[src/rtl/adder_pipe_if.sv]
// Streaming bus for adder_pipe: operand beat in on the s side, result beat out on the m side.
// The slave modport is the adder's view; the master modport is the view of whoever drives it.
interface adder_pipe_if #(
    parameter int DATA_WIDTH = 32,
    parameter int LANES      = 16
);
    logic                        i_s_valid;
    logic                        o_s_ready;
    logic                        i_s_op;
    logic [LANES*DATA_WIDTH-1:0] i_s_a;
    logic [LANES*DATA_WIDTH-1:0] i_s_b;
    logic                        i_s_last;
    logic                        o_m_valid;
    logic                        i_m_ready;
    logic [LANES*DATA_WIDTH-1:0] o_m_data;
    logic [LANES-1:0]            o_m_carry;
    logic                        o_m_last;

    modport slave (
        input  i_s_valid, i_s_op, i_s_a, i_s_b, i_s_last, i_m_ready,
        output o_s_ready, o_m_valid, o_m_data, o_m_carry, o_m_last
    );

    modport master (
        output i_s_valid, i_s_op, i_s_a, i_s_b, i_s_last, i_m_ready,
        input  o_s_ready, o_m_valid, o_m_data, o_m_carry, o_m_last
    );
endinterface

[src/rtl/adder_pipe.sv]
// Multi-lane add/XOR with the carry chain split into CHUNK_WIDTH-bit pipeline stages.
// Stage k finishes chunk k of every lane; the last stage drives the output beat directly.
module adder_pipe #(
    parameter int DATA_WIDTH  = 32,
    parameter int LANES       = 16,
    parameter int CHUNK_WIDTH = 16
) (
    input  logic        i_aclk,
    input  logic        i_aresetn,
    adder_pipe_if.slave bus
);
    localparam bit PARAMS_OK = (CHUNK_WIDTH >= 1) && (LANES >= 1) &&
                               (DATA_WIDTH >= CHUNK_WIDTH) &&
                               ((DATA_WIDTH % ((CHUNK_WIDTH >= 1) ? CHUNK_WIDTH : 1)) == 0);
    localparam int STAGES = PARAMS_OK ? DATA_WIDTH / CHUNK_WIDTH : 1;
    localparam int W      = LANES * DATA_WIDTH;

    generate
        if (!PARAMS_OK) begin : g_bad_params
            $error("adder_pipe: DATA_WIDTH must be a positive multiple of CHUNK_WIDTH, CHUNK_WIDTH >= 1, LANES >= 1");
        end
    endgenerate

    logic [STAGES-1:0] valid_q;
    logic              op_q    [STAGES];
    logic              last_q  [STAGES];
    logic [W-1:0]      dat_q   [STAGES];
    logic [W-1:0]      b_q     [STAGES];
    logic [LANES-1:0]  carry_q [STAGES];

    logic [STAGES-1:0] load;
    logic              src_valid [STAGES];
    logic              src_op    [STAGES];
    logic              src_last  [STAGES];
    logic [W-1:0]      src_dat   [STAGES];
    logic [W-1:0]      src_b     [STAGES];
    logic [LANES-1:0]  src_cin   [STAGES];
    logic [W-1:0]      dat_d     [STAGES];
    logic [LANES-1:0]  carry_d   [STAGES];

    // A stage may load when it or any stage downstream of it is empty, or the sink takes the output.
    always_comb begin
        logic free;
        load = '0;
        for (int k = 0; k < STAGES; k++) begin
            free = 1'b0;
            for (int j = k; j < STAGES; j++) begin
                free = free | ~valid_q[j];
            end
            load[k] = free | bus.i_m_ready;
        end
    end

    // dat carries finished result chunks below k and untouched operand-A chunks above k.
    always_comb begin
        src_valid[0] = bus.i_s_valid;
        src_op[0]    = bus.i_s_op;
        src_last[0]  = bus.i_s_last;
        src_dat[0]   = bus.i_s_a;
        src_b[0]     = bus.i_s_b;
        src_cin[0]   = '0;
        for (int k = 1; k < STAGES; k++) begin
            src_valid[k] = valid_q[k-1];
            src_op[k]    = op_q[k-1];
            src_last[k]  = last_q[k-1];
            src_dat[k]   = dat_q[k-1];
            src_b[k]     = b_q[k-1];
            src_cin[k]   = carry_q[k-1];
        end
    end

    always_comb begin
        logic [CHUNK_WIDTH:0]   sum;
        logic [CHUNK_WIDTH-1:0] ca;
        logic [CHUNK_WIDTH-1:0] cb;
        sum = '0;
        ca  = '0;
        cb  = '0;
        for (int k = 0; k < STAGES; k++) begin
            dat_d[k]   = src_dat[k];
            carry_d[k] = '0;
            for (int l = 0; l < LANES; l++) begin
                ca  = src_dat[k][l*DATA_WIDTH + k*CHUNK_WIDTH +: CHUNK_WIDTH];
                cb  = src_b[k][l*DATA_WIDTH + k*CHUNK_WIDTH +: CHUNK_WIDTH];
                sum = {1'b0, ca} + {1'b0, cb} + {{CHUNK_WIDTH{1'b0}}, src_cin[k][l]};
                if (src_op[k]) begin
                    dat_d[k][l*DATA_WIDTH + k*CHUNK_WIDTH +: CHUNK_WIDTH] = ca ^ cb;
                    carry_d[k][l] = 1'b0;
                end else begin
                    dat_d[k][l*DATA_WIDTH + k*CHUNK_WIDTH +: CHUNK_WIDTH] = sum[CHUNK_WIDTH-1:0];
                    carry_d[k][l] = sum[CHUNK_WIDTH];
                end
            end
        end
    end

    // Payload registers only move with a real beat; a bubble just clears the valid flag.
    always_ff @(posedge i_aclk or negedge i_aresetn) begin
        if (!i_aresetn) begin
            valid_q <= '0;
            for (int k = 0; k < STAGES; k++) begin
                op_q[k]    <= 1'b0;
                last_q[k]  <= 1'b0;
                dat_q[k]   <= '0;
                b_q[k]     <= '0;
                carry_q[k] <= '0;
            end
        end else begin
            for (int k = 0; k < STAGES; k++) begin
                if (load[k]) begin
                    valid_q[k] <= src_valid[k];
                    if (src_valid[k]) begin
                        op_q[k]    <= src_op[k];
                        last_q[k]  <= src_last[k];
                        dat_q[k]   <= dat_d[k];
                        b_q[k]     <= src_b[k];
                        carry_q[k] <= carry_d[k];
                    end
                end
            end
        end
    end

    assign bus.o_s_ready = load[0];
    assign bus.o_m_valid = valid_q[STAGES-1];
    assign bus.o_m_data  = dat_q[STAGES-1];
    assign bus.o_m_carry = carry_q[STAGES-1];
    assign bus.o_m_last  = last_q[STAGES-1];
endmodule

[src/flat_wrapper.sv]
// flat-port wrapper written by rule: the top's interface ports become plain ports
module adder_pipe_flat 
#(
    parameter int DATA_WIDTH  = 32,
    parameter int LANES       = 16,
    parameter int CHUNK_WIDTH = 16
)
  (i_aclk, i_aresetn, bus_i_s_valid, bus_i_s_op, bus_i_s_a, bus_i_s_b, bus_i_s_last, bus_i_m_ready, bus_o_s_ready, bus_o_m_valid, bus_o_m_data, bus_o_m_carry, bus_o_m_last);
  adder_pipe_if #(.DATA_WIDTH(DATA_WIDTH), .LANES(LANES)) bus_i ();
  input  logic i_aclk;
  input  logic i_aresetn;
  input wire logic [$bits(bus_i.i_s_valid)-1:0] bus_i_s_valid;
  input wire logic [$bits(bus_i.i_s_op)-1:0] bus_i_s_op;
  input wire logic [$bits(bus_i.i_s_a)-1:0] bus_i_s_a;
  input wire logic [$bits(bus_i.i_s_b)-1:0] bus_i_s_b;
  input wire logic [$bits(bus_i.i_s_last)-1:0] bus_i_s_last;
  input wire logic [$bits(bus_i.i_m_ready)-1:0] bus_i_m_ready;
  output wire logic [$bits(bus_i.o_s_ready)-1:0] bus_o_s_ready;
  output wire logic [$bits(bus_i.o_m_valid)-1:0] bus_o_m_valid;
  output wire logic [$bits(bus_i.o_m_data)-1:0] bus_o_m_data;
  output wire logic [$bits(bus_i.o_m_carry)-1:0] bus_o_m_carry;
  output wire logic [$bits(bus_i.o_m_last)-1:0] bus_o_m_last;
  assign bus_i.i_s_valid = bus_i_s_valid;
  assign bus_i.i_s_op = bus_i_s_op;
  assign bus_i.i_s_a = bus_i_s_a;
  assign bus_i.i_s_b = bus_i_s_b;
  assign bus_i.i_s_last = bus_i_s_last;
  assign bus_i.i_m_ready = bus_i_m_ready;
  assign bus_o_s_ready = bus_i.o_s_ready;
  assign bus_o_m_valid = bus_i.o_m_valid;
  assign bus_o_m_data = bus_i.o_m_data;
  assign bus_o_m_carry = bus_i.o_m_carry;
  assign bus_o_m_last = bus_i.o_m_last;
  adder_pipe #(.DATA_WIDTH(DATA_WIDTH), .LANES(LANES), .CHUNK_WIDTH(CHUNK_WIDTH)) u_core (.i_aclk(i_aclk), .i_aresetn(i_aresetn), .bus(bus_i));
endmodule
[config.mk]
export PLATFORM = sky130hd
export DESIGN_NAME = adder_pipe_flat
export DESIGN_NICKNAME = d
export VERILOG_FILES = /design/src/rtl/adder_pipe_if.sv /design/src/rtl/adder_pipe.sv /design/src/flat_wrapper.sv
export SDC_FILE = /design/constraint.sdc
export NUM_CORES = 2
export LEC_CHECK = 0
export ABC_AREA = 1
export ABC_CLOCK_PERIOD_IN_PS = 2800
export BUFFER_PORTS_ARGS = -buffer_cell sky130_fd_sc_hd__buf_4
export CAP_MARGIN = 10
export CORE_AREA = 3 3 609 611
export DETAILED_ROUTE_END_ITERATION = 12
export DIE_AREA = 0 0 612 614
export PLACE_DENSITY_LB_ADDON = 0.05
export SETUP_SLACK_MARGIN = 0.1
export SLEW_MARGIN = 0
export SYNTH_ARGS = -nofsm -noshare
export SYNTH_HDL_FRONTEND = slang
export SYNTH_SLANG_ARGS = --single-unit
[constraint.sdc]
create_clock -name i_aclk -period 2.8 [get_ports i_aclk]
set_clock_uncertainty 0.15 [all_clocks]
set_input_delay 0.14 -clock i_aclk [delete_from_list [all_inputs] [get_ports i_aclk]]
set_output_delay 0.14 -clock i_aclk [all_outputs]
set_load 0.03 [all_outputs]
==> qor_table.md <==
| Metric | This run |
| --- | --- |
| Result of the run | finished clean |
| Largest incremental delay on the critical path | 0.62 ns |
| Kind of capture point of the worst setup path | flip-flop |
| Syn_area_per_cell | 6.92 um2 |
| Final total power | 83300 uW |
| Seq/Total Area, Yosys | 39.0% |
| Sort of element at the start of the critical path | input pin |
| Placer Congestion | 0.902 |
| Starting DRT DRC Count | 5307 |
| Number of placed cells counting well taps | 17900 |
| Fraction of layout instances using a drive strength above 1 | 13.9% |
| TritonCTS clock tree | done |
| I/O pin count | 1561 |
| Peak supply drop | 0.000540 V |
| Post-detailed-route wirelength per cell | 21.4 um |
| Number of max-slew violations in the final report | 0 |
| Upper clock frequency limit | 369 MHz |
| Routed via count divided by cell count | 4.35 |
| Area overhead of the layout relative to synthesis | 50.4% |
| Required time of the critical path | 3.46 ns |
| Clock transition at the registers of the reported paths | 0.06 ns |
| RSZ-0062 raised after global routing | true |
| Setup violation total in the final timing report | 0 |
| Count of placed standard cells in the final layout, fillers left out | 20400 |
| Worst Hold Class | input pin to flip-flop |
| Htree depth | 4 |
| Post-route clock period utilization | 96.7% |
| Syn_nets | 13800 |
| Initial antenna violation count | 92 |
| Final worst setup slack | 0.0928 ns |
| Detail Placement HPWL | 339000 um |
| Clk root buf | sky130_fd_sc_hd__clkbuf_16 |
| Top delay family on crit path | buffers and inverters |
| Synthesized area | 84400 um2 |
| Max-cap violations | 0 |
| Warning count from the yosys run | 0 |
| Post-place instance area | 98900 um2 |
| Worst skew pair latency | 0.89 ns |
| Pin slew with the least headroom to its limit | 0.735 ns |
| Die height | 614 um |
| Crit-path max FO | 65 |
| Most frequent cells in the layout | 5812 x sky130_fd_sc_hd__nand2_1, 2106 x sky130_fd_sc_hd__dlygate4sd3_1, 1702 x sky130_fd_sc_hd__buf_4 |
| Total of flip-flops plus latches after synthesis | 1317 |
| Number of filler cells placed in the layout | 39100 |
| Drt first pass iters | 6 |
| Placement Rows | 222 |
| Maximum number of pins on one net before global-route repair | 143 |
| Worst slack, placed | 0.221 ns |
| Drc violations | 0 |
| Most instantiated flip-flop cell in the synthesis netlist | sky130_fd_sc_hd__dfrtp_1 |
| Cell repeated most along the worst path | sky130_fd_sc_hd__dlygate4sd3_1 |
| IO buf count | 1560 |
| Vias after detailed routing | 88700 |
| Core area | 366000 um2 |
| Sink Count | 1317 |
| Starting density of the core | 23.1% |
| Detailed Route WL | 436000 um |
| Footprint of the multi-input gates | 40900 um2 |
| Data arrival time of the critical path | 3.37 ns |
| Leak | 0.0678 uW |
| Post-synth cell types | 36 |
| Clock tree buffer depth | 4 |
| Most frequent standard cell in the layout excluding fill and tap cells | sky130_fd_sc_hd__nand2_1 |
| Final worst path period need | 2.71 ns |
| Global-route usage over all layers | 22.4% |
| Die Outline Area | 376000 um2 |
| Cells after synthesis | 12200 |
| Grt ovf | 0 |
| Sequential cell area | 33000 um2 |
| Via count of the first global-routing pass | 91500 |
| Design area | 127000 um2 |
| Total clock buffers created by CTS | 184 |
| Antenna violation net count after detailed routing | 0 |
| Global-route wire length before repair | 624000 um |
| Worst path bufs/invs | 7 |
| Hold violation total from the final report | 0 |
| Number of nets in the layout | 17000 |
| Max-slew headroom | 51.0% |
| Total Negative Setup Slacks | 0 ns |
| Critical Setup Path Class | input pin to flip-flop |
| Cell Pwr Density | 656 nW/um2 |
| Async SR Flop Fraction | 100% |
| Post-synth EDFFs | 0 |
| Master of the slowest instance on the critical path | sky130_fd_sc_hd__dlygate4sd3_1 |
| Die boundary width | 612 um |
| Worst path cell trace | dlygate4sd3_1 -> buf_4 -> dlygate4sd3_1 -> inv_1 -> nor2_8 -> buf_12 -> buf_12 -> nand2_1 -> nand2_1 -> dlygate4sd3_1 |
[synth_stat cells, types with 4 or more instances]
cell type | count | area share, %
sky130_fd_sc_hd__nand2_1 | 5831 | 26
sky130_fd_sc_hd__dfrtp_1 | 1317 | 39
sky130_fd_sc_hd__inv_1 | 1303 | 5.8
sky130_fd_sc_hd__nand3_1 | 787 | 4.7
sky130_fd_sc_hd__buf_4 | 547 | 4.9
sky130_fd_sc_hd__ha_1 | 512 | 7.6
sky130_fd_sc_hd__nor2_1 | 399 | 1.8
sky130_fd_sc_hd__o21ai_0 | 385 | 2.3
sky130_fd_sc_hd__a21oi_1 | 382 | 2.3
sky130_fd_sc_hd__buf_2 | 287 | 1.7
sky130_fd_sc_hd__nor3_1 | 127 | 0.75
sky130_fd_sc_hd__clkbuf_1 | 51 | 0.23
sky130_fd_sc_hd__fa_1 | 48 | 1.1
sky130_fd_sc_hd__nand3b_1 | 48 | 0.43
sky130_fd_sc_hd__a31o_2 | 31 | 0.32
sky130_fd_sc_hd__o22ai_1 | 17 | 0.13
sky130_fd_sc_hd__a31oi_1 | 16 | 0.12
sky130_fd_sc_hd__xor2_1 | 16 | 0.17
sky130_fd_sc_hd__nand4_1 | 15 | 0.11
sky130_fd_sc_hd__o211ai_1 | 15 | 0.13
sky130_fd_sc_hd__o21a_1 | 15 | 0.13
sky130_fd_sc_hd__o21bai_1 | 14 | 0.12
sky130_fd_sc_hd__o21ai_1 | 11 | 0.065
sky130_fd_sc_hd__buf_1 | 7 | 0.031
sky130_fd_sc_hd__xnor2_1 | 5 | 0.052
sky130_fd_sc_hd__buf_6 | 4 | 0.053
[layer usage]
layer / share of wire (%) / vias to the layer above / global-route usage [%]
met4: 5.4 / 18 / 10.6
met3: 4.0 / 615 / 2.95
met5: 0.028 / - / 0
met2: 48 / 2131 / 38.9
met1: 42 / 42100 / 27.3
li1: - / 43800 / -
[tightest hold or removal path, cell delays in order]
cell                      delay (ns)
sky130_fd_sc_hd__buf_4          0.12
sky130_fd_sc_hd__ha_1           0.18
sky130_fd_sc_hd__inv_1          0.05
sky130_fd_sc_hd__nand2_1        0.09
sky130_fd_sc_hd__nor2_1         0.06
sky130_fd_sc_hd__nand3_2        0.10
sky130_fd_sc_hd__nand2_1        0.06
sky130_fd_sc_hd__nand2_1        0.06
sky130_fd_sc_hd__nand3_1        0.09
sky130_fd_sc_hd__nand2_1        0.07
[timing repair]
action,CTS,global route
buffers inserted,0,8
resized for setup,0,53
hold endpoints to repair,2117,4
endpoints found under the setup margin,0,91
hold buffers,2147,2
[stage by stage]
step,hold WS (ns),utilization [%]
floorplan,-0.306,-
global placement,0.0390,27.0
detailed placement,0.0342,27.0
CTS,0.00111,34.7
global route,0.0337,34.7
finish,0.0332,34.7
[area by class of cell]
cell class,count,share of cell area (%)
repair inverters,2,0.0177
well taps,4816,4.75
flip-flops and latches,1317,26.0
inverters,1308,3.92
repair buffers,3895,28.0
clock inverters,81,0.925
clock buffers,251,4.17
multi-input cells,8682,32.2
diodes,43,0.0847
[registers in the layout, indices dropped and copies added (netlist names)]
register / count
u_core.valid_q: 2
u_core.b_q: 256
u_core.dat_d: 256
u_core.carry_q: 16
u_core.bus.o_m_last: 1
u_core.last_q: 1
u_core.dat_q: 256
u_core.op_q: 1
u_core.bus.o_m_carry: 16
u_core.bus.o_m_data: 512
[kinds of logic after synthesis]
kind of cell	share of synthesized area, %
AO/OA/AOI/OAI	5.60
buffers and inverters	12.7
flip-flops	39.0
adder cells (fa/ha/maj)	8.73
XOR/XNOR	0.218
AND/OR/NAND/NOR	33.7
[where the power goes]
part | internal [uW] | switching (uW)
Clock | 15600 | 10100
Sequential | 22900 | 3560
Combinational | 11700 | 19500
[worst paths after layout]
path / from / slack [ns] / end / depth (start not counted)
worst max-delay path: bus_i_s_valid / 0.09 / u_core.b_q[917] / 10
worst min-delay path: bus_i_s_b[363] / 0.03 / u_core.dat_d[364] / 10
worst max register to register: u_core.valid_q[0] / 0.19 / u_core.b_q[917] / 8
worst min register to register: u_core.dat_d[160] / 0.31 / u_core.bus.o_m_data[160] / 2
max in group asynchronous: i_aresetn / 1.21 / u_core.dat_q[734] / 4
min in group asynchronous: i_aresetn / 0.54 / u_core.bus.o_m_data[509] / 4
(Power assumes the default switching activity.)
